[src/rtl/stopwatch_display_if.sv]
`default_nettype none
// ------------------------------------------------------------------
// stopwatch_display_if : core-side inputs and display-side outputs
// Revision 1.0
// ------------------------------------------------------------------
interface stopwatch_display_if;
  logic [7:0] minutes;
  logic [5:0] seconds;
  logic [1:0] status;
  logic [3:0] an;
  logic [6:0] seg;
  logic       dp;
  logic       ovf;
  logic       upd;

  modport master (
    output minutes, seconds, status,
    input  an, seg, dp, ovf, upd
  );

  modport slave (
    input  minutes, seconds, status,
    output an, seg, dp, ovf, upd
  );
endinterface
`default_nettype wire

[src/rtl/stopwatch_display.sv]
`default_nettype none
// ------------------------------------------------------------------
// stopwatch_display : MM:SS BCD conversion and 4-digit 7-seg scanning
// Revision 1.0
// ------------------------------------------------------------------
module stopwatch_display #(
  parameter int REFRESH_DIV = 100000,
  parameter int BLINK_DIV   = 50000000
) (
  input  wire logic          clk,
  input  wire logic          rst,
  stopwatch_display_if.slave disp_if
);

  localparam int REF_W = (REFRESH_DIV > 2) ? $clog2(REFRESH_DIV) : 1;
  localparam int BLK_W = (BLINK_DIV > 2) ? $clog2(BLINK_DIV) : 1;
  localparam logic [REF_W-1:0] REF_LAST = REF_W'(REFRESH_DIV - 1);
  localparam logic [BLK_W-1:0] BLK_LAST = BLK_W'(BLINK_DIV - 1);

  typedef enum logic {ST_IDLE = 1'b0, ST_DIV = 1'b1} state_t;

  state_t      state_q;
  logic [6:0]  snap_min_q, work_min_q;
  logic [5:0]  snap_sec_q, work_sec_q;
  logic [3:0]  tens_min_q, tens_sec_q;
  logic        ovf_pend_q, ovf_q, upd_q;
  logic [15:0] digits_q;

  logic [6:0]  min_clamp;
  logic [5:0]  sec_clamp;
  logic        min_over;

  always_comb begin
    min_over  = (disp_if.minutes > 8'd99);
    min_clamp = min_over ? 7'd99 : disp_if.minutes[6:0];
    sec_clamp = (disp_if.seconds > 6'd59) ? 6'd59 : disp_if.seconds;
  end

  // Iterative divide: one subtract-by-ten per edge on each working reg in parallel.
  always_ff @(posedge clk) begin
    if (rst) begin
      state_q    <= ST_IDLE;
      snap_min_q <= '0;
      snap_sec_q <= '0;
      work_min_q <= '0;
      work_sec_q <= '0;
      tens_min_q <= '0;
      tens_sec_q <= '0;
      ovf_pend_q <= 1'b0;
      ovf_q      <= 1'b0;
      upd_q      <= 1'b0;
      digits_q   <= '0;
    end else begin
      upd_q <= 1'b0;
      case (state_q)
        ST_IDLE: begin
          if ({min_clamp, sec_clamp} != {snap_min_q, snap_sec_q}) begin
            snap_min_q <= min_clamp;
            snap_sec_q <= sec_clamp;
            work_min_q <= min_clamp;
            work_sec_q <= sec_clamp;
            tens_min_q <= '0;
            tens_sec_q <= '0;
            ovf_pend_q <= min_over;
            state_q    <= ST_DIV;
          end
        end
        ST_DIV: begin
          if ((work_min_q < 7'd10) && (work_sec_q < 6'd10)) begin
            digits_q <= {tens_min_q, work_min_q[3:0], tens_sec_q, work_sec_q[3:0]};
            ovf_q    <= ovf_pend_q;
            upd_q    <= 1'b1;
            state_q  <= ST_IDLE;
          end else begin
            if (work_min_q >= 7'd10) begin
              work_min_q <= work_min_q - 7'd10;
              tens_min_q <= tens_min_q + 4'd1;
            end
            if (work_sec_q >= 6'd10) begin
              work_sec_q <= work_sec_q - 6'd10;
              tens_sec_q <= tens_sec_q + 4'd1;
            end
          end
        end
        default: state_q <= ST_IDLE;
      endcase
    end
  end

  logic [REF_W-1:0] ref_q;
  logic [BLK_W-1:0] blk_q;
  logic [1:0]       idx_q;
  logic             phase_q;
  logic [3:0]       an_d, an_q;
  logic [6:0]       seg_d, seg_q;
  logic             dp_d, dp_q;
  logic [3:0]       cur_digit;

  always_comb begin
    an_d      = ~(4'b0001 << idx_q);
    cur_digit = digits_q[{idx_q, 2'b00} +: 4];
    case (cur_digit)
      4'd0:    seg_d = 7'b1000000;
      4'd1:    seg_d = 7'b1111001;
      4'd2:    seg_d = 7'b0100100;
      4'd3:    seg_d = 7'b0110000;
      4'd4:    seg_d = 7'b0011001;
      4'd5:    seg_d = 7'b0010010;
      4'd6:    seg_d = 7'b0000010;
      4'd7:    seg_d = 7'b1111000;
      4'd8:    seg_d = 7'b0000000;
      4'd9:    seg_d = 7'b0010000;
      default: seg_d = 7'b1111111;
    endcase
    // Colon lives on digit 2's decimal point.
    dp_d = 1'b1;
    if (idx_q == 2'd2) begin
      case (disp_if.status)
        2'b01:   dp_d = ~phase_q;
        2'b10:   dp_d = 1'b0;
        default: dp_d = 1'b1;
      endcase
    end
  end

  always_ff @(posedge clk) begin
    if (rst) begin
      ref_q   <= '0;
      idx_q   <= '0;
      blk_q   <= '0;
      phase_q <= 1'b0;
      an_q    <= 4'b1111;
      seg_q   <= 7'b1111111;
      dp_q    <= 1'b1;
    end else begin
      an_q  <= an_d;
      seg_q <= seg_d;
      dp_q  <= dp_d;
      if (ref_q == REF_LAST) begin
        ref_q <= '0;
        idx_q <= idx_q + 2'd1;
      end else begin
        ref_q <= ref_q + REF_W'(1);
      end
      if (blk_q == BLK_LAST) begin
        blk_q   <= '0;
        phase_q <= ~phase_q;
      end else begin
        blk_q <= blk_q + BLK_W'(1);
      end
    end
  end

  assign disp_if.an  = an_q;
  assign disp_if.seg = seg_q;
  assign disp_if.dp  = dp_q;
  assign disp_if.ovf = ovf_q;
  assign disp_if.upd = upd_q;

endmodule
`default_nettype wire

[src/flat_wrapper.sv]
// flat-port wrapper written by rule: the top's interface ports become plain ports
module stopwatch_display_flat 
#(
  parameter int REFRESH_DIV = 100000,
  parameter int BLINK_DIV   = 50000000
)
  (clk, rst, disp_if_minutes, disp_if_seconds, disp_if_status, disp_if_an, disp_if_seg, disp_if_dp, disp_if_ovf, disp_if_upd);
  stopwatch_display_if disp_if_i ();
  input  wire logic clk;
  input  wire logic rst;
  input wire logic [$bits(disp_if_i.minutes)-1:0] disp_if_minutes;
  input wire logic [$bits(disp_if_i.seconds)-1:0] disp_if_seconds;
  input wire logic [$bits(disp_if_i.status)-1:0] disp_if_status;
  output wire logic [$bits(disp_if_i.an)-1:0] disp_if_an;
  output wire logic [$bits(disp_if_i.seg)-1:0] disp_if_seg;
  output wire logic [$bits(disp_if_i.dp)-1:0] disp_if_dp;
  output wire logic [$bits(disp_if_i.ovf)-1:0] disp_if_ovf;
  output wire logic [$bits(disp_if_i.upd)-1:0] disp_if_upd;
  assign disp_if_i.minutes = disp_if_minutes;
  assign disp_if_i.seconds = disp_if_seconds;
  assign disp_if_i.status = disp_if_status;
  assign disp_if_an = disp_if_i.an;
  assign disp_if_seg = disp_if_i.seg;
  assign disp_if_dp = disp_if_i.dp;
  assign disp_if_ovf = disp_if_i.ovf;
  assign disp_if_upd = disp_if_i.upd;
  stopwatch_display #(.REFRESH_DIV(REFRESH_DIV), .BLINK_DIV(BLINK_DIV)) u_core (.clk(clk), .rst(rst), .disp_if(disp_if_i));
endmodule
[config.mk]
export PLATFORM = sky130hd
export DESIGN_NAME = stopwatch_display_flat
export DESIGN_NICKNAME = d
export VERILOG_FILES = /design/src/rtl/stopwatch_display_if.sv /design/src/rtl/stopwatch_display.sv /design/src/flat_wrapper.sv
export SDC_FILE = /design/constraint.sdc
export NUM_CORES = 1
export LEC_CHECK = 0
export ABC_AREA = 1
export BUFFER_PORTS_ARGS = -buffer_cell sky130_fd_sc_hd__buf_4
export CAP_MARGIN = 20
export CORE_AREA = 2 2 109 111
export DETAILED_ROUTE_END_ITERATION = 10
export DIE_AREA = 0 0 111 113
export PLACE_DENSITY_LB_ADDON = 0.08
export SLEW_MARGIN = 30
export SYNTH_ARGS = -nofsm -noshare
export SYNTH_HDL_FRONTEND = slang
export SYNTH_SLANG_ARGS = --single-unit
[constraint.sdc]
create_clock -name clk -period 2.4 [get_ports clk]
set_input_delay 0.36 -clock clk [delete_from_list [all_inputs] [get_ports clk]]
set_output_delay 0.36 -clock clk [all_outputs]
set_load 0.05 [all_outputs]
== Word level (Yosys, flattened, before mapping) ==
Memories as Yosys holds them, arrays and structs flattened. A register that Yosys moved wholly into a read port is not among the register bits.
Cells that the tools add are included.

* Memories kept: 1
* Logic and storage cells: 78
* Bits in read-only memories: 112
* Input port bits: 18
* Output and inout bits: 14
* Register bits: 105

{| class="wikitable"
|+ Memory list
! name !! depth !! width !! read ports !! clocked after Yosys merged registers in !! wr ports !! RTL line !! text
|-
| (no name shown) || 16 || 7 || 1 || 1 || 0 || stopwatch_display.sv:102 || <nowiki>case (cur_digit)</nowiki>
|}

* $add $sub $neg: 7
* Bitwise logic cells: 4
* Muxes and demuxes: 22
* Eq/ne operators: 10
* Shift operators: 2
* Order comparisons: 6
* Reduce and logical (&&, ||, !) cells: 9

{| class="wikitable"
|+ Operator list
! cell !! number
|-
| 2-to-1 mux 7 bit || 4
|-
| adder 26 x 1 -> 26 bit, second input constant || 1
|-
| == test 26 bit, second input constant || 1
|-
| 2-to-1 mux 6 bit || 4
|-
| 2-to-1 mux 4 bit || 5
|-
| adder 17 x 1 -> 17 bit, second input constant || 1
|-
| == test 17 bit, second input constant || 1
|-
| case mux 4 bit (2 select lines) || 2
|-
| indexed part select 16 x 5 -> 4 bit || 1
|-
| case mux 7 bit (2 select lines) || 1
|-
| inequality test 13 bit || 1
|-
| case mux 6 bit (2 select lines) || 1
|-
| adder 4 x 1 -> 4 bit, second input constant || 2
|-
| > comparator 8 x 7 -> 1 bit, second input constant || 1
|-
| OR reduction 2 bit || 4
|-
| >= comparator 7 x 4 -> 1 bit, second input constant || 1
|-
| < comparator 7 x 4 -> 1 bit, second input constant || 1
|-
| subtractor 7 x 4 -> 7 bit, second input constant || 1
|-
| >= comparator 6 x 4 -> 1 bit, second input constant || 1
|-
| > comparator 6 bit, second input constant || 1
|-
| < comparator 6 x 4 -> 1 bit, second input constant || 1
|-
| inequality test 2 bit, second input constant || 3
|-
| AND reduction 3 bit || 2
|-
| subtractor 6 x 4 -> 6 bit, second input constant || 1
|-
| 11 further kinds || 18
|}

== Longest topological paths before layout ==
Gate-level depths: netlist (run 1).

* Depth in word-level cells: 5
* Gate-level depth with buffers: 15
* Depth with buffers taken out: 14

== Worst setup path before layout (run 1) ==
OpenSTA, ideal clock, no wires.

* Path kind: register -> register
* From: register u_core.idx_q[0]
* To: register u_core.seg_q[0], in the netlist u_core.disp_if.seg[0]
* Path slack: 670 ps
* Setup time: 132 ps
* Data required time: 2268 ps
* Period minus slack after synthesis: 1730 ps
* Cell stages (with the launch flop): 12
* Data arrival time: 1599 ps
* Path through: dfxtp_1 -> buf_2 -> inv_1 -> buf_2 -> nand2_1 -> a32oi_1 -> inv_1 -> ha_1 -> nor2_1 -> nor2_1 -> o21ai_0 -> nand2_1

* Cells in the longest elaborated chain, start to end: 1

{| class="wikitable"
|+ Ends and longest elaborated chain
! what !! RTL line !! text
|-
| start, declared || stopwatch_display.sv:92 || <nowiki>logic [1:0] idx_q;</nowiki>
|-
| start signal, assigned || stopwatch_display.sv:141 || <nowiki>idx_q <= idx_q + 2'd1;</nowiki>
|-
| indexed part select 16 x 5 -> 4 bit || stopwatch_display.sv:101 || <nowiki>cur_digit = digits_q[{idx_q, 2'b00} +: 4];</nowiki>
|-
| end, declared || stopwatch_display.sv:95 || <nowiki>logic [6:0] seg_d, seg_q;</nowiki>
|}

Every way passes these cells.
A chain may end at the register's enable or synchronous reset.

== Worst setup path after layout (run 1) ==
* From: register u_core.work_min_q[1]
* To: register u_core.work_min_q[3]

* Cells in the longest elaborated chain, start to end: 4
* Elaborated cells on any way between the ends: 10

{| class="wikitable"
|+ Ends and longest elaborated chain
! what !! RTL line !! text
|-
| start, declared || stopwatch_display.sv:23 || <nowiki>logic [6:0] snap_min_q, work_min_q;</nowiki>
|-
| start signal, assigned || stopwatch_display.sv:60 || <nowiki>work_min_q <= min_clamp;</nowiki>
|-
| start signal, assigned || stopwatch_display.sv:76 || <nowiki>work_min_q <= work_min_q - 7'd10;</nowiki>
|-
| subtractor 7 x 4 -> 7 bit / < comparator 7 x 4 -> 1 bit (equally long branches) || stopwatch_display.sv:76, stopwatch_display.sv:69 ||
|-
| 2-to-1 mux 7 bit / logical AND 1 bit (equally long branches) || stopwatch_display.sv:75, stopwatch_display.sv:69 ||
|-
| 2-to-1 mux 7 bit / inequality test 2 bit (equally long branches) || n/a ||
|-
| case mux 7 bit (2 select lines) / AND reduction 3 bit (equally long branches) || n/a ||
|}

Several ways; a longest one is shown, not always the timed one. The select of a mux whose other input is x is not followed.

==> results of run 1 <==
[cells by family (layout without fill, tap and decap cells)]
group | count (synthesis) | after routing | share of synthesized area [%]
and+or+nand+nor | 398 | 398 | 33.08
xor gates and xnor gates | 17 | 17 | 2.697
adders and majority gates | 15 | 15 | 3.399
DFF | 112 | 112 | 40.61
muxes | 1 | 1 | 0.1813
AOI/OAI and AO/OA | 121 | 121 | 11.60
buffers and inverters | 112 | 141 | 8.430
[power breakdown]
group | leakage [µW] | internal (µW) | switching, µW
clock | 0.000167 | 982 | 692
sequential | 0.000917 | 2180 | 237
combinational | 0.00159 | 628 | 1110
[state kept, by name, summed over array words and instances, names as in the netlist, 6 cells and up]
| register | count |
|---|---|
| u_core.blk_q | 26 |
| u_core.ref_q | 17 |
| u_core.digits_q | 16 |
| u_core.disp_if.seg | 7 |
| u_core.snap_min_q | 7 |
| u_core.work_min_q | 7 |
| u_core.snap_sec_q | 6 |
| u_core.work_sec_q | 6 |
[worst reg2reg max path: cells and delay by family, from the launching register on]
kind                     cells  cell delay [ns]
AND/OR/NAND/NOR              8             1.03
flip-flops                   1             0.41
buffers and inverters        2             0.34
adder cells (fa/ha/maj)      1             0.23
[cell type report]
class / instances / area [µm²]
Fill cell: 1115 / 5082
Timing Repair Buffer: 39 / 292.8
Sequential cell: 112 / 2242
Multi-Input combinational cell: 552 / 2814
Clock inverter: 5 / 86.33
Tap cell: 143 / 178.9
Inverter: 86 / 322.8
Clock buffer: 11 / 252.7
[worst paths after layout]
| kind | start | end | slack (ns) | cells after the start |
|---|---|---|---|---|
| max | u_core.work_min_q[1]$_SDFFE_PP0P_ | u_core.work_min_q[3]$_SDFFE_PP0P_ | 0.30 | 11 |
| min | disp_if_status[0] | u_core.disp_if.dp$_SDFF_PP1_ | 0.22 | 2 |
| max reg2reg | u_core.work_min_q[1]$_SDFFE_PP0P_ | u_core.work_min_q[3]$_SDFFE_PP0P_ | 0.30 | 11 |
| min reg2reg | u_core.blk_q[0]$_SDFF_PP0_ | u_core.blk_q[0]$_SDFF_PP0_ | 0.45 | 1 |
[per-layer routing]
layer	wire length, µm	vias to the layer above
met3	306	18
met4	241	0
met5	0	-
met2	5889	60
met1	5425	2274
li1	-	2577
[per-stage QoR]
stage / setup slack (ns) / total power, µW
final: 0.2954 / 5835
after floorplan: 0.6695 / 3772
after detailed placement: 0.03458 / 4193
after global routing: 0.04855 / 6245
after global placement: 0.09796 / 4153
after CTS: 0.3191 / 5901
[synth_stat cells (5+ instances only)]
| cell type | number | area [µm²] |
|---|---|---|
| sky130_fd_sc_hd__buf_2 | 12 | 60.06 |
| sky130_fd_sc_hd__xor2_1 | 13 | 113.9 |
| sky130_fd_sc_hd__inv_2 | 5 | 18.77 |
| sky130_fd_sc_hd__nor3b_1 | 11 | 82.58 |
| sky130_fd_sc_hd__nand3_2 | 6 | 60.06 |
| sky130_fd_sc_hd__nand4_1 | 13 | 81.33 |
| sky130_fd_sc_hd__o21ai_1 | 9 | 45.04 |
| sky130_fd_sc_hd__nand2_1 | 158 | 593.1 |
| sky130_fd_sc_hd__ha_1 | 15 | 187.7 |
| sky130_fd_sc_hd__clkbuf_1 | 8 | 30.03 |
| sky130_fd_sc_hd__a21oi_1 | 62 | 310.3 |
| sky130_fd_sc_hd__nor2_1 | 106 | 397.9 |
| sky130_fd_sc_hd__inv_1 | 79 | 296.5 |
| sky130_fd_sc_hd__nor2_2 | 7 | 43.79 |
| sky130_fd_sc_hd__nor4_1 | 5 | 31.28 |
| sky130_fd_sc_hd__nor3_1 | 16 | 80.08 |
| sky130_fd_sc_hd__o21ai_0 | 38 | 190.2 |
| sky130_fd_sc_hd__nand3_1 | 55 | 275.3 |
| sky130_fd_sc_hd__dfxtp_1 | 112 | 2242 |
==> impl_metrics.prom, run 1 <==
# TYPE chip_impl_metric gauge
chip_impl_metric{name="drive_gt1_share",unit="%"} 10.93
chip_impl_metric{name="final_cell_area",unit="µm²"} 6190
chip_impl_metric{name="avgRoutedWirePerCell",unit="µm"} 12.51
chip_impl_metric{name="syn-num-nets",unit=""} 809
chip_impl_info{name="crit_path_end_kind",value="flip-flop"} 1
chip_impl_metric{name="dieArea",unit="µm²"} 12540
chip_impl_metric{name="antenna_found_initial",unit=""} 0
chip_impl_info{name="dominantRegCellSynth",value="sky130_fd_sc_hd__dfxtp_1"} 1
chip_impl_metric{name="cts_setup_buffers",unit=""} 0
chip_impl_metric{name="final_core_util",unit="%"} 54.91
chip_impl_info{name="clk_root_buffer_cell",value="sky130_fd_sc_hd__clkbuf_16"} 1
chip_impl_metric{name="number_of_enable_type_register_cells_in_the_synthesized_netlist",unit=""} 0
chip_impl_metric{name="cts.reportedPaths.clkPinSlew",unit="ns"} 0.08
chip_impl_metric{name="slew_headroom",unit="%"} 65.75
chip_impl_metric{name="diodes",unit=""} 0
chip_impl_info{name="layout_common_cells",value="sky130_fd_sc_hd__nand2_1 (158), sky130_fd_sc_hd__dfxtp_1 (112), sky130_fd_sc_hd__nor2_1 (106), sky130_fd_sc_hd__inv_1 (79), sky130_fd_sc_hd__a21oi_1 (62)"} 1
chip_impl_metric{name="worstPathArrival",unit="ns"} 2.36
chip_impl_metric{name="num_rows",unit=""} 39
chip_impl_metric{name="highest_attainable_clock_frequency",unit="GHz"} 0.4752
chip_impl_metric{name="vias_per_cell",unit=""} 5.199
chip_impl_metric{name="cts_max_path_buffers",unit=""} 2
chip_impl_metric{name="final-hold-violation-count",unit=""} 0
chip_impl_info{name="cpLargestDelayFamily",value="simple AND/OR/NAND/NOR gates"} 1
chip_impl_metric{name="netlist_area",unit="µm²"} 5522
chip_impl_info{name="grt.busiest_layer",value="met2"} 1
chip_impl_metric{name="critPathMaxStageDelay",unit="ns"} 0.41
chip_impl_metric{name="ys_seq_elements",unit=""} 112
chip_impl_info{name="grt_setup_unrepaired",value="no"} 1
chip_impl_metric{name="timing.critical_path.required",unit="ns"} 2.65
chip_impl_metric{name="yosys_warnings",unit=""} 0
chip_impl_metric{name="design.core.area",unit="µm²"} 11270
chip_impl_metric{name="grt_first_pass_wirelength",unit="mm"} 20.97
chip_impl_metric{name="gp_congestion",unit=""} 0.8642
chip_impl_info{name="timing_worst_setup_path_type",value="reg2reg"} 1
chip_impl_metric{name="die_y",unit="µm"} 113
chip_impl_metric{name="ctsHoldBuffers",unit=""} 0
chip_impl_metric{name="synthesis.area_per_instance",unit="µm²"} 7.115
chip_impl_metric{name="synth.lib_cells_used.distinct",unit=""} 45
chip_impl_metric{name="total_global_routing_overflow",unit=""} 0
chip_impl_metric{name="fin_cells",unit=""} 948
chip_impl_metric{name="fin_worst_skew",unit="ns"} 0.009195
chip_impl_metric{name="finalNetCount",unit=""} 833
chip_impl_metric{name="timing_worst_slew_pin_value",unit="ns"} 0.5066
chip_impl_metric{name="global_route.usage.total",unit="%"} 20.10
chip_impl_metric{name="worst_hold_slack",unit="ns"} 0.2217
chip_impl_metric{name="power_per_unit_of_standard_cell_area",unit="nW/µm²"} 942.7
chip_impl_metric{name="synth-async-reset-ratio",unit="%"} 0
chip_impl_metric{name="design.portCount",unit=""} 32
chip_impl_metric{name="dr.pass1.iters",unit=""} 4
chip_impl_metric{name="dpl.hpwl",unit="mm"} 8.481
chip_impl_metric{name="place_area",unit="µm²"} 5851
chip_impl_metric{name="grt_max_degree",unit=""} 44
chip_impl_metric{name="numPlacedInstances",unit=""} 932
chip_impl_metric{name="report.final.setup_viol",unit=""} 0
chip_impl_metric{name="ant_nets",unit=""} 0
chip_impl_metric{name="min_period",unit="ns"} 2.105
chip_impl_info{name="slowest_stage",value="sky130_fd_sc_hd__dfxtp_1"} 1
chip_impl_metric{name="largest_fanout_on_the_critical_path",unit=""} 10
chip_impl_metric{name="syn-instance-count",unit=""} 776
chip_impl_info{name="hold_path_class",value="in2reg"} 1
chip_impl_metric{name="met3_usage",unit="%"} 4.553
chip_impl_metric{name="power.ir.vdd_worst",unit="V"} 0.0007696
chip_impl_info{name="run_status",value="completed"} 1
chip_impl_metric{name="clkSinkCount",unit=""} 112
chip_impl_metric{name="via_count",unit=""} 4929
chip_impl_metric{name="seq_area_frac_synth",unit="%"} 40.61
chip_impl_metric{name="cp.buffers_inverters",unit=""} 2
chip_impl_metric{name="ctsResizeCount",unit=""} 0
chip_impl_metric{name="final.period_utilization",unit="%"} 87.69
chip_impl_metric{name="clk-insertion-delay-late",unit="ns"} 0.36
chip_impl_metric{name="remaining_drc_errors",unit=""} 0
chip_impl_metric{name="detail_route.wirelength",unit="mm"} 11.86
chip_impl_metric{name="first_iter_violations",unit=""} 216
chip_impl_info{name="startpoint_type",value="flip-flop"} 1
chip_impl_metric{name="grt_pass1_vias",unit=""} 4731
chip_impl_metric{name="die_w",unit="µm"} 111
chip_impl_metric{name="use_met2",unit="%"} 35.62
chip_impl_metric{name="port_buffers",unit=""} 31
chip_impl_metric{name="drv.max_cap_violation_count",unit=""} 0
chip_impl_metric{name="clock_tree.htree_level_count",unit=""} 3
chip_impl_info{name="critPathMostFrequentCell",value="sky130_fd_sc_hd__nor2_1"} 1
chip_impl_info{name="clock_tree_from_tritoncts",value="yes"} 1
chip_impl_info{name="crit_chain",value="inv_1, ha_1, nor2_1, nor2_1, nand3_1, nor2_1, nor2_2, buf_4, nand3_1, nand2_1, nor2_1"} 1
chip_impl_metric{name="globalRouteMet1Util",unit="%"} 23.91
chip_impl_metric{name="initial_utilization",unit="%"} 48.98
chip_impl_metric{name="timing_max_transition_violations_final",unit=""} 0
chip_impl_metric{name="fin_tns_setup",unit="ns"} 0
chip_impl_info{name="commonest_non_fill_non_tap_cell_in_the_layout",value="sky130_fd_sc_hd__nand2_1"} 1
chip_impl_metric{name="layout_stage_area_growth_over_the_synthesis_result",unit="%"} 12.10
chip_impl_metric{name="leakage",unit="µW"} 0.002670
chip_impl_metric{name="cts_buffers",unit=""} 9
Power figures use the tool's default switching activity.
==> run 2, diff against run 1 <==
--- a/config.mk
+++ b/config.mk
@@ -11,7 +11,9 @@
 export CORE_AREA = 2 2 109 111
 export DETAILED_ROUTE_END_ITERATION = 10
 export DIE_AREA = 0 0 111 113
+export GPL_ROUTABILITY_DRIVEN = 0
 export PLACE_DENSITY_LB_ADDON = 0.08
+export REMOVE_ABC_BUFFERS = 1
 export SLEW_MARGIN = 30
 export SYNTH_ARGS = -nofsm -noshare
 export SYNTH_HDL_FRONTEND = slang
==> impl_metrics.prom, run 2 (synthesis gave the netlist of run 1 again) <==
# TYPE chip_impl_metric gauge
chip_impl_metric{name="remaining_drc_errors",unit=""} 0
chip_impl_metric{name="dpl.hpwl",unit="mm"} 8.306
chip_impl_metric{name="ctsHoldBuffers",unit=""} 0
chip_impl_info{name="grt_setup_unrepaired",value="no"} 1
chip_impl_metric{name="slew_headroom",unit="%"} 63.18
chip_impl_metric{name="report.final.setup_viol",unit=""} 0
chip_impl_metric{name="power_per_unit_of_standard_cell_area",unit="nW/µm²"} 931.4
chip_impl_metric{name="power.ir.vdd_worst",unit="V"} 0.0006397
chip_impl_metric{name="clock_tree.htree_level_count",unit=""} 3
chip_impl_metric{name="fill_cells",unit=""} 1108
chip_impl_info{name="startpoint_type",value="flip-flop"} 1
chip_impl_metric{name="clk-insertion-delay-late",unit="ns"} 0.36
chip_impl_metric{name="finalNetCount",unit=""} 835
chip_impl_metric{name="leakage",unit="µW"} 0.002664
chip_impl_metric{name="grt_pass1_vias",unit=""} 4538
chip_impl_metric{name="dr.pass1.iters",unit=""} 4
chip_impl_info{name="largest_registers",value="u_core.blk_q x26, u_core.ref_q x17, u_core.digits_q x16"} 1
chip_impl_metric{name="layout_stage_area_growth_over_the_synthesis_result",unit="%"} 11.90
chip_impl_metric{name="detail_route.wirelength",unit="mm"} 11.60
chip_impl_metric{name="final.period_utilization",unit="%"} 83.97
chip_impl_info{name="slowest_stage",value="sky130_fd_sc_hd__dfxtp_1"} 1
chip_impl_info{name="crit_path_end_kind",value="flip-flop"} 1
chip_impl_metric{name="global_route.usage.total",unit="%"} 19.21
chip_impl_metric{name="highest_attainable_clock_frequency",unit="GHz"} 0.4962
chip_impl_metric{name="fin_cells",unit=""} 950
chip_impl_metric{name="port_buffers",unit=""} 31
chip_impl_metric{name="die_y",unit="µm"} 113
chip_impl_metric{name="die_w",unit="µm"} 111
chip_impl_metric{name="avgRoutedWirePerCell",unit="µm"} 12.21
chip_impl_metric{name="drv.max_cap_violation_count",unit=""} 0
chip_impl_metric{name="design.portCount",unit=""} 32
chip_impl_metric{name="timing_max_transition_violations_final",unit=""} 0
chip_impl_info{name="clk_root_buffer_cell",value="sky130_fd_sc_hd__clkbuf_16"} 1
chip_impl_metric{name="final-hold-violation-count",unit=""} 0
chip_impl_info{name="hold_path_class",value="in2reg"} 1
chip_impl_info{name="layout_common_cells",value="sky130_fd_sc_hd__nand2_1 (158), sky130_fd_sc_hd__dfxtp_1 (112), sky130_fd_sc_hd__nor2_1 (106), sky130_fd_sc_hd__inv_1 (79), sky130_fd_sc_hd__a21oi_1 (62)"} 1
chip_impl_metric{name="timing_worst_slew_pin_value",unit="ns"} 0.5446
chip_impl_metric{name="clkSinkCount",unit=""} 112
chip_impl_metric{name="diodes",unit=""} 0
chip_impl_metric{name="ant_nets",unit=""} 0
chip_impl_metric{name="total_global_routing_overflow",unit=""} 0
chip_impl_metric{name="initial_utilization",unit="%"} 48.98
chip_impl_metric{name="worstPathArrival",unit="ns"} 2.26
chip_impl_metric{name="ctsResizeCount",unit=""} 0
chip_impl_metric{name="via_count",unit=""} 4861
chip_impl_metric{name="numPlacedInstances",unit=""} 934
chip_impl_metric{name="fin_tns_setup",unit="ns"} 0
chip_impl_metric{name="drive_gt1_share",unit="%"} 11.15
chip_impl_info{name="crit_chain",value="ha_1, nand3_2, nor4_1, nand4_1, nand2_1, buf_4, nor3b_1"} 1
chip_impl_metric{name="fin_worst_skew",unit="ns"} 0.007519
chip_impl_metric{name="largest_fanout_on_the_critical_path",unit=""} 20
chip_impl_metric{name="cts.reportedPaths.clkPinSlew",unit="ns"} 0.08
chip_impl_info{name="clock_tree_from_tritoncts",value="yes"} 1
chip_impl_info{name="run_status",value="completed"} 1
chip_impl_metric{name="antenna_found_initial",unit=""} 0
chip_impl_metric{name="min_period",unit="ns"} 2.015
chip_impl_info{name="regMostFlops",value="u_core.blk_q"} 1
chip_impl_metric{name="design.core.area",unit="µm²"} 11270
chip_impl_metric{name="cts_buffers",unit=""} 9
chip_impl_metric{name="grt_first_pass_wirelength",unit="mm"} 20.00
chip_impl_metric{name="first_iter_violations",unit=""} 262
chip_impl_metric{name="cts_setup_buffers",unit=""} 0
chip_impl_metric{name="timing.critical_path.required",unit="ns"} 2.64
chip_impl_metric{name="critPathMaxStageDelay",unit="ns"} 0.36
chip_impl_metric{name="largest_register_ff_count",unit=""} 26
chip_impl_metric{name="grt_max_degree",unit=""} 25
chip_impl_info{name="timing_worst_setup_path_type",value="reg2reg"} 1
chip_impl_metric{name="cts_max_path_buffers",unit=""} 2
chip_impl_metric{name="dieArea",unit="µm²"} 12540
chip_impl_info{name="commonest_non_fill_non_tap_cell_in_the_layout",value="sky130_fd_sc_hd__nand2_1"} 1
chip_impl_metric{name="vias_per_cell",unit=""} 5.117
chip_impl_metric{name="num_rows",unit=""} 39
run 2: path summary, 6_finish.rpt:
check                                           startpoint                           end  slack, ns  depth (start not counted)
worst min-delay path                     disp_if_status[0]  u_core.disp_if.dp$_SDFF_PP1_       0.21                          2
worst max-delay path            u_core.blk_q[0]$_SDFF_PP0_   u_core.blk_q[11]$_SDFF_PP0_       0.38                          7
worst max register to register  u_core.blk_q[0]$_SDFF_PP0_   u_core.blk_q[11]$_SDFF_PP0_       0.38                          7
worst min register to register  u_core.blk_q[0]$_SDFF_PP0_    u_core.blk_q[0]$_SDFF_PP0_       0.45                          1
run 2: final cells by class:
| type | instances | area, µm² | share of cell area (%) |
|---|---|---|---|
| Inverter | 86 | 322.8 | 5.225 |
| Tap cell | 143 | 178.9 | 2.896 |
| Multi-Input combinational cell | 552 | 2814 | 45.54 |
| Clock buffer | 10 | 239.0 | 3.868 |
| Sequential cell | 112 | 2242 | 36.29 |
| Clock inverter | 6 | 73.82 | 1.195 |
| Timing Repair Buffer | 41 | 307.8 | 4.982 |
run 2: per-layer routing:
metal | GRT usage, % | vias up | part of all wire (%)
li1 | - | 2580 | -
met1 | 22.89 | 2213 | 46
met2 | 33.46 | 60 | 49
met3 | 5.410 | 8 | 3.3
met4 | 6.667 | 0 | 1.3
met5 | 0 | - | 0
run 2: worst max-delay path, delay by kind of cell (launching register included):
kind	cells	cell delay, ns
flip-flops	1	0.36
adder cells (fa/ha/maj)	1	0.21
buffers and inverters	1	0.31
AND/OR/NAND/NOR	5	1.01
run 2: through the flow:
stage	hold WS [ns]	util [%]	setup WS (ns)	power (µW)	area [µm²]
after floorplan	0.4176	-	0.3789	3714	5379
after global placement	0.4296	52.04	0.3109	4171	5866
after detailed placement	0.4374	52.04	0.2473	4201	5866
after CTS	0.2076	54.81	0.3871	5808	6178
after global routing	0.2001	54.81	0.1275	6154	6178
final	0.2136	54.81	0.3846	5754	6178
run 2: power breakdown:
| group | switching [µW] | leakage, µW | internal, µW |
|---|---|---|---|
| clock network | 736 | 0.000153 | 856 |
| registers | 231 | 0.000917 | 2180 |
| logic | 1100 | 0.00159 | 649 |
==> run 3, diff against run 2 <==
==> constraint.sdc (replaced) <==
create_clock -name clk -period 1.86 [get_ports clk]
set_input_delay 0.279 -clock clk [delete_from_list [all_inputs] [get_ports clk]]
set_output_delay 0.279 -clock clk [all_outputs]
set_load 0.05 [all_outputs]
==> impl_metrics.prom, run 3 (synthesis gave the netlist of run 1 again) <==
# TYPE chip_impl_metric gauge
chip_impl_metric{name="clk-insertion-delay-late",unit="ns"} 0.36
chip_impl_metric{name="use_met2",unit="%"} 35.21
chip_impl_metric{name="remaining_drc_errors",unit=""} 0
chip_impl_metric{name="timing_max_transition_violations_final",unit=""} 0
chip_impl_metric{name="timing.critical_path.required",unit="ns"} 2.11
chip_impl_info{name="clk_root_buffer_cell",value="sky130_fd_sc_hd__clkbuf_16"} 1
chip_impl_metric{name="first_iter_violations",unit=""} 220
chip_impl_info{name="commonest_non_fill_non_tap_cell_in_the_layout",value="sky130_fd_sc_hd__nand2_1"} 1
chip_impl_metric{name="p_seq_share",unit="%"} 38.3
chip_impl_metric{name="drive_gt1_share",unit="%"} 23.01
chip_impl_metric{name="globalRouteMet1Util",unit="%"} 24.11
chip_impl_metric{name="port_buffers",unit=""} 31
chip_impl_metric{name="dieArea",unit="µm²"} 12540
chip_impl_metric{name="slew_headroom",unit="%"} 63.33
chip_impl_info{name="crit_path_end_kind",value="flip-flop"} 1
chip_impl_metric{name="layout_stage_area_growth_over_the_synthesis_result",unit="%"} 26.81
chip_impl_metric{name="switching_power_total",unit="µW"} 2918
chip_impl_metric{name="dpl.hpwl",unit="mm"} 8.521
chip_impl_metric{name="worst_hold_slack",unit="ns"} 0.1384
chip_impl_metric{name="via_count",unit=""} 5142
chip_impl_info{name="clock_tree_from_tritoncts",value="yes"} 1
chip_impl_info{name="largest_registers",value="u_core.blk_q x26, u_core.ref_q x17, u_core.digits_q x16"} 1
chip_impl_metric{name="clkSinkCount",unit=""} 112
chip_impl_info{name="grt.busiest_layer",value="met2"} 1
chip_impl_metric{name="cts_buffers",unit=""} 9
chip_impl_metric{name="design.portCount",unit=""} 32
chip_impl_metric{name="detail_route.wirelength",unit="mm"} 12.87
chip_impl_metric{name="leakage",unit="µW"} 0.003005
chip_impl_metric{name="final.period_utilization",unit="%"} 96.56
chip_impl_metric{name="met3_usage",unit="%"} 4.178
chip_impl_metric{name="die_y",unit="µm"} 113
chip_impl_info{name="hold_path_class",value="in2reg"} 1
chip_impl_metric{name="report.final.setup_viol",unit=""} 0
chip_impl_metric{name="cts_max_path_buffers",unit=""} 2
chip_impl_metric{name="finalNetCount",unit=""} 884
chip_impl_info{name="grt_setup_unrepaired",value="yes"} 1
chip_impl_metric{name="ant_nets",unit=""} 0
chip_impl_metric{name="diodes",unit=""} 0
chip_impl_metric{name="clockPowerShare",unit="%"} 26.2
chip_impl_info{name="worstSetupStartpoint",value="u_core.snap_sec_q[3]$_SDFFE_PP0P_"} 1
chip_impl_metric{name="vias_per_cell",unit=""} 5.147
chip_impl_metric{name="place_area",unit="µm²"} 6131
chip_impl_metric{name="final_cell_area",unit="µm²"} 7002
chip_impl_metric{name="initial_utilization",unit="%"} 48.98
chip_impl_metric{name="die_w",unit="µm"} 111
chip_impl_metric{name="cell_internal_pwr",unit="µW"} 5252
chip_impl_metric{name="global_route.usage.total",unit="%"} 19.85
chip_impl_metric{name="largest_fanout_on_the_critical_path",unit=""} 7
chip_impl_info{name="run_status",value="completed"} 1
chip_impl_metric{name="clock_tree.htree_level_count",unit=""} 3
chip_impl_metric{name="total_global_routing_overflow",unit=""} 0
chip_impl_metric{name="avgRoutedWirePerCell",unit="µm"} 12.88
chip_impl_metric{name="drv.max_cap_violation_count",unit=""} 0
chip_impl_metric{name="cts.reportedPaths.clkPinSlew",unit="ns"} 0.07
chip_impl_info{name="timing_worst_setup_path_type",value="reg2reg"} 1
chip_impl_metric{name="power.ir.vdd_worst",unit="V"} 0.001352
chip_impl_metric{name="largest_register_ff_count",unit=""} 26
chip_impl_info{name="regMostFlops",value="u_core.blk_q"} 1
chip_impl_metric{name="ctsHoldBuffers",unit=""} 0
chip_impl_metric{name="timing_worst_slew_pin_value",unit="ns"} 0.5494
chip_impl_metric{name="grt_max_degree",unit=""} 38
chip_impl_metric{name="antenna_found_initial",unit=""} 0
chip_impl_metric{name="power_per_unit_of_standard_cell_area",unit="nW/µm²"} 1167
chip_impl_metric{name="switching_share",unit="%"} 35.71
chip_impl_metric{name="min_period",unit="ns"} 1.796
chip_impl_info{name="critical_path.reg2reg.startpoint",value="u_core.snap_sec_q[3]$_SDFFE_PP0P_"} 1
chip_impl_metric{name="highest_attainable_clock_frequency",unit="GHz"} 0.5568
chip_impl_info{name="min-delay-start",value="disp_if_status[0]"} 1
chip_impl_info{name="startpoint_type",value="flip-flop"} 1
chip_impl_metric{name="dr.pass1.iters",unit=""} 4
chip_impl_metric{name="final-hold-violation-count",unit=""} 0
chip_impl_metric{name="grt_pass1_vias",unit=""} 4761
chip_impl_metric{name="numPlacedInstances",unit=""} 966
chip_impl_metric{name="fin_cells",unit=""} 999
chip_impl_metric{name="grt_first_pass_wirelength",unit="mm"} 20.81
chip_impl_metric{name="power_frac_comb",unit="%"} 35.5
chip_impl_metric{name="num_rows",unit=""} 39
chip_impl_info{name="layout_common_cells",value="sky130_fd_sc_hd__nand2_1 (152), sky130_fd_sc_hd__dfxtp_1 (104), sky130_fd_sc_hd__nor2_1 (100), sky130_fd_sc_hd__buf_4 (79), sky130_fd_sc_hd__inv_1 (75)"} 1
chip_impl_metric{name="fin_worst_skew",unit="ns"} 0.007260
chip_impl_metric{name="design.core.area",unit="µm²"} 11270
chip_impl_metric{name="final_core_util",unit="%"} 62.12
chip_impl_metric{name="fill_cells",unit=""} 1015
chip_impl_metric{name="worstPathArrival",unit="ns"} 2.05
## run 3: changes by cell type in the layout (fill, tap and decap cells not counted), sizes merged
cell      previous run  this run
nand2              164       166
buf                 41        84
clkinvlp             1         0
bufinv               1         2
clkbuf              10        15
clkinv               3         2
## run 3: critical path, cell delays in order, from the launching register on
cell                      delay, ns
sky130_fd_sc_hd__dfxtp_2       0.33
sky130_fd_sc_hd__inv_1         0.04
sky130_fd_sc_hd__nand2_1       0.05
sky130_fd_sc_hd__nand2_1       0.04
sky130_fd_sc_hd__nor2_1        0.13
sky130_fd_sc_hd__nand3_1       0.09
sky130_fd_sc_hd__nor2_1        0.11
sky130_fd_sc_hd__nand3_1       0.12
sky130_fd_sc_hd__nor2_4        0.16
sky130_fd_sc_hd__nand3_4       0.19
sky130_fd_sc_hd__buf_8         0.22
sky130_fd_sc_hd__a21oi_1       0.16
sky130_fd_sc_hd__nor2_2        0.04
## run 3: power by group through the flow
stage | registers, µW | clock network [µW] | logic, µW
2_1_floorplan | 3310 | 0 | 1490
3_3_place_gp | 3140 | 0 | 2380
3_5_place_dp | 3140 | 0 | 2460
4_1_cts | 3090 | 2190 | 2480
5_1_grt | 3180 | 2280 | 3230
6_report | 3130 | 2140 | 2900
## run 3: through the flow
step / setup TNS, ns / setup WS [ns] / total power [µW]
detailed placement: -1.407 / -0.1013 / 5597
floorplan: -1.387 / -0.1388 / 4793
global placement: -0.006823 / -0.003246 / 5518
finish: 0 / 0.06390 / 8169
CTS: -0.001226 / -0.001226 / 7763
global route: -1.179 / -0.07101 / 8699
## run 3: what timing repair did
| item | 4_1_cts | 5_1_grt |
|---|---|---|
| resized for setup | 7 | 76 |
| setup buffers | 0 | 11 |
| pin swaps | 2 | 33 |
| gates cloned | 0 | 6 |
| setup endpoints to repair | 2 | 68 |
## run 3: routing by layer
metal  vias to the layer above  wire length, µm
met5                         -                0
met4                         0              223
met3                        17              312
met2                        54             6356
met1                      2391             5974
li1                       2680                -
## run 3: layout make-up
cell class | instances | area, µm² | share of cell area, %
multi-input combinational | 554 | 3144 | 44.91
sequential | 112 | 2252 | 32.17
timing repair buffer | 88 | 774.5 | 11.06
inverter | 86 | 322.8 | 4.610
clock buffer | 11 | 242.7 | 3.467
tap | 143 | 178.9 | 2.555
clock inverter | 5 | 86.33 | 1.233
## run 3: final timing paths
check | to | slack (ns) | cells past startpoint
worst min register to register | u_core.work_sec_q[0]$_SDFFE_PP0P_ | 0.47 | 2
worst max register to register | u_core.tens_min_q[2]$_SDFFE_PP0P_ | 0.06 | 12
worst max-delay path | u_core.tens_min_q[2]$_SDFFE_PP0P_ | 0.06 | 12
worst min-delay path | u_core.disp_if.dp$_SDFF_PP1_ | 0.14 | 2
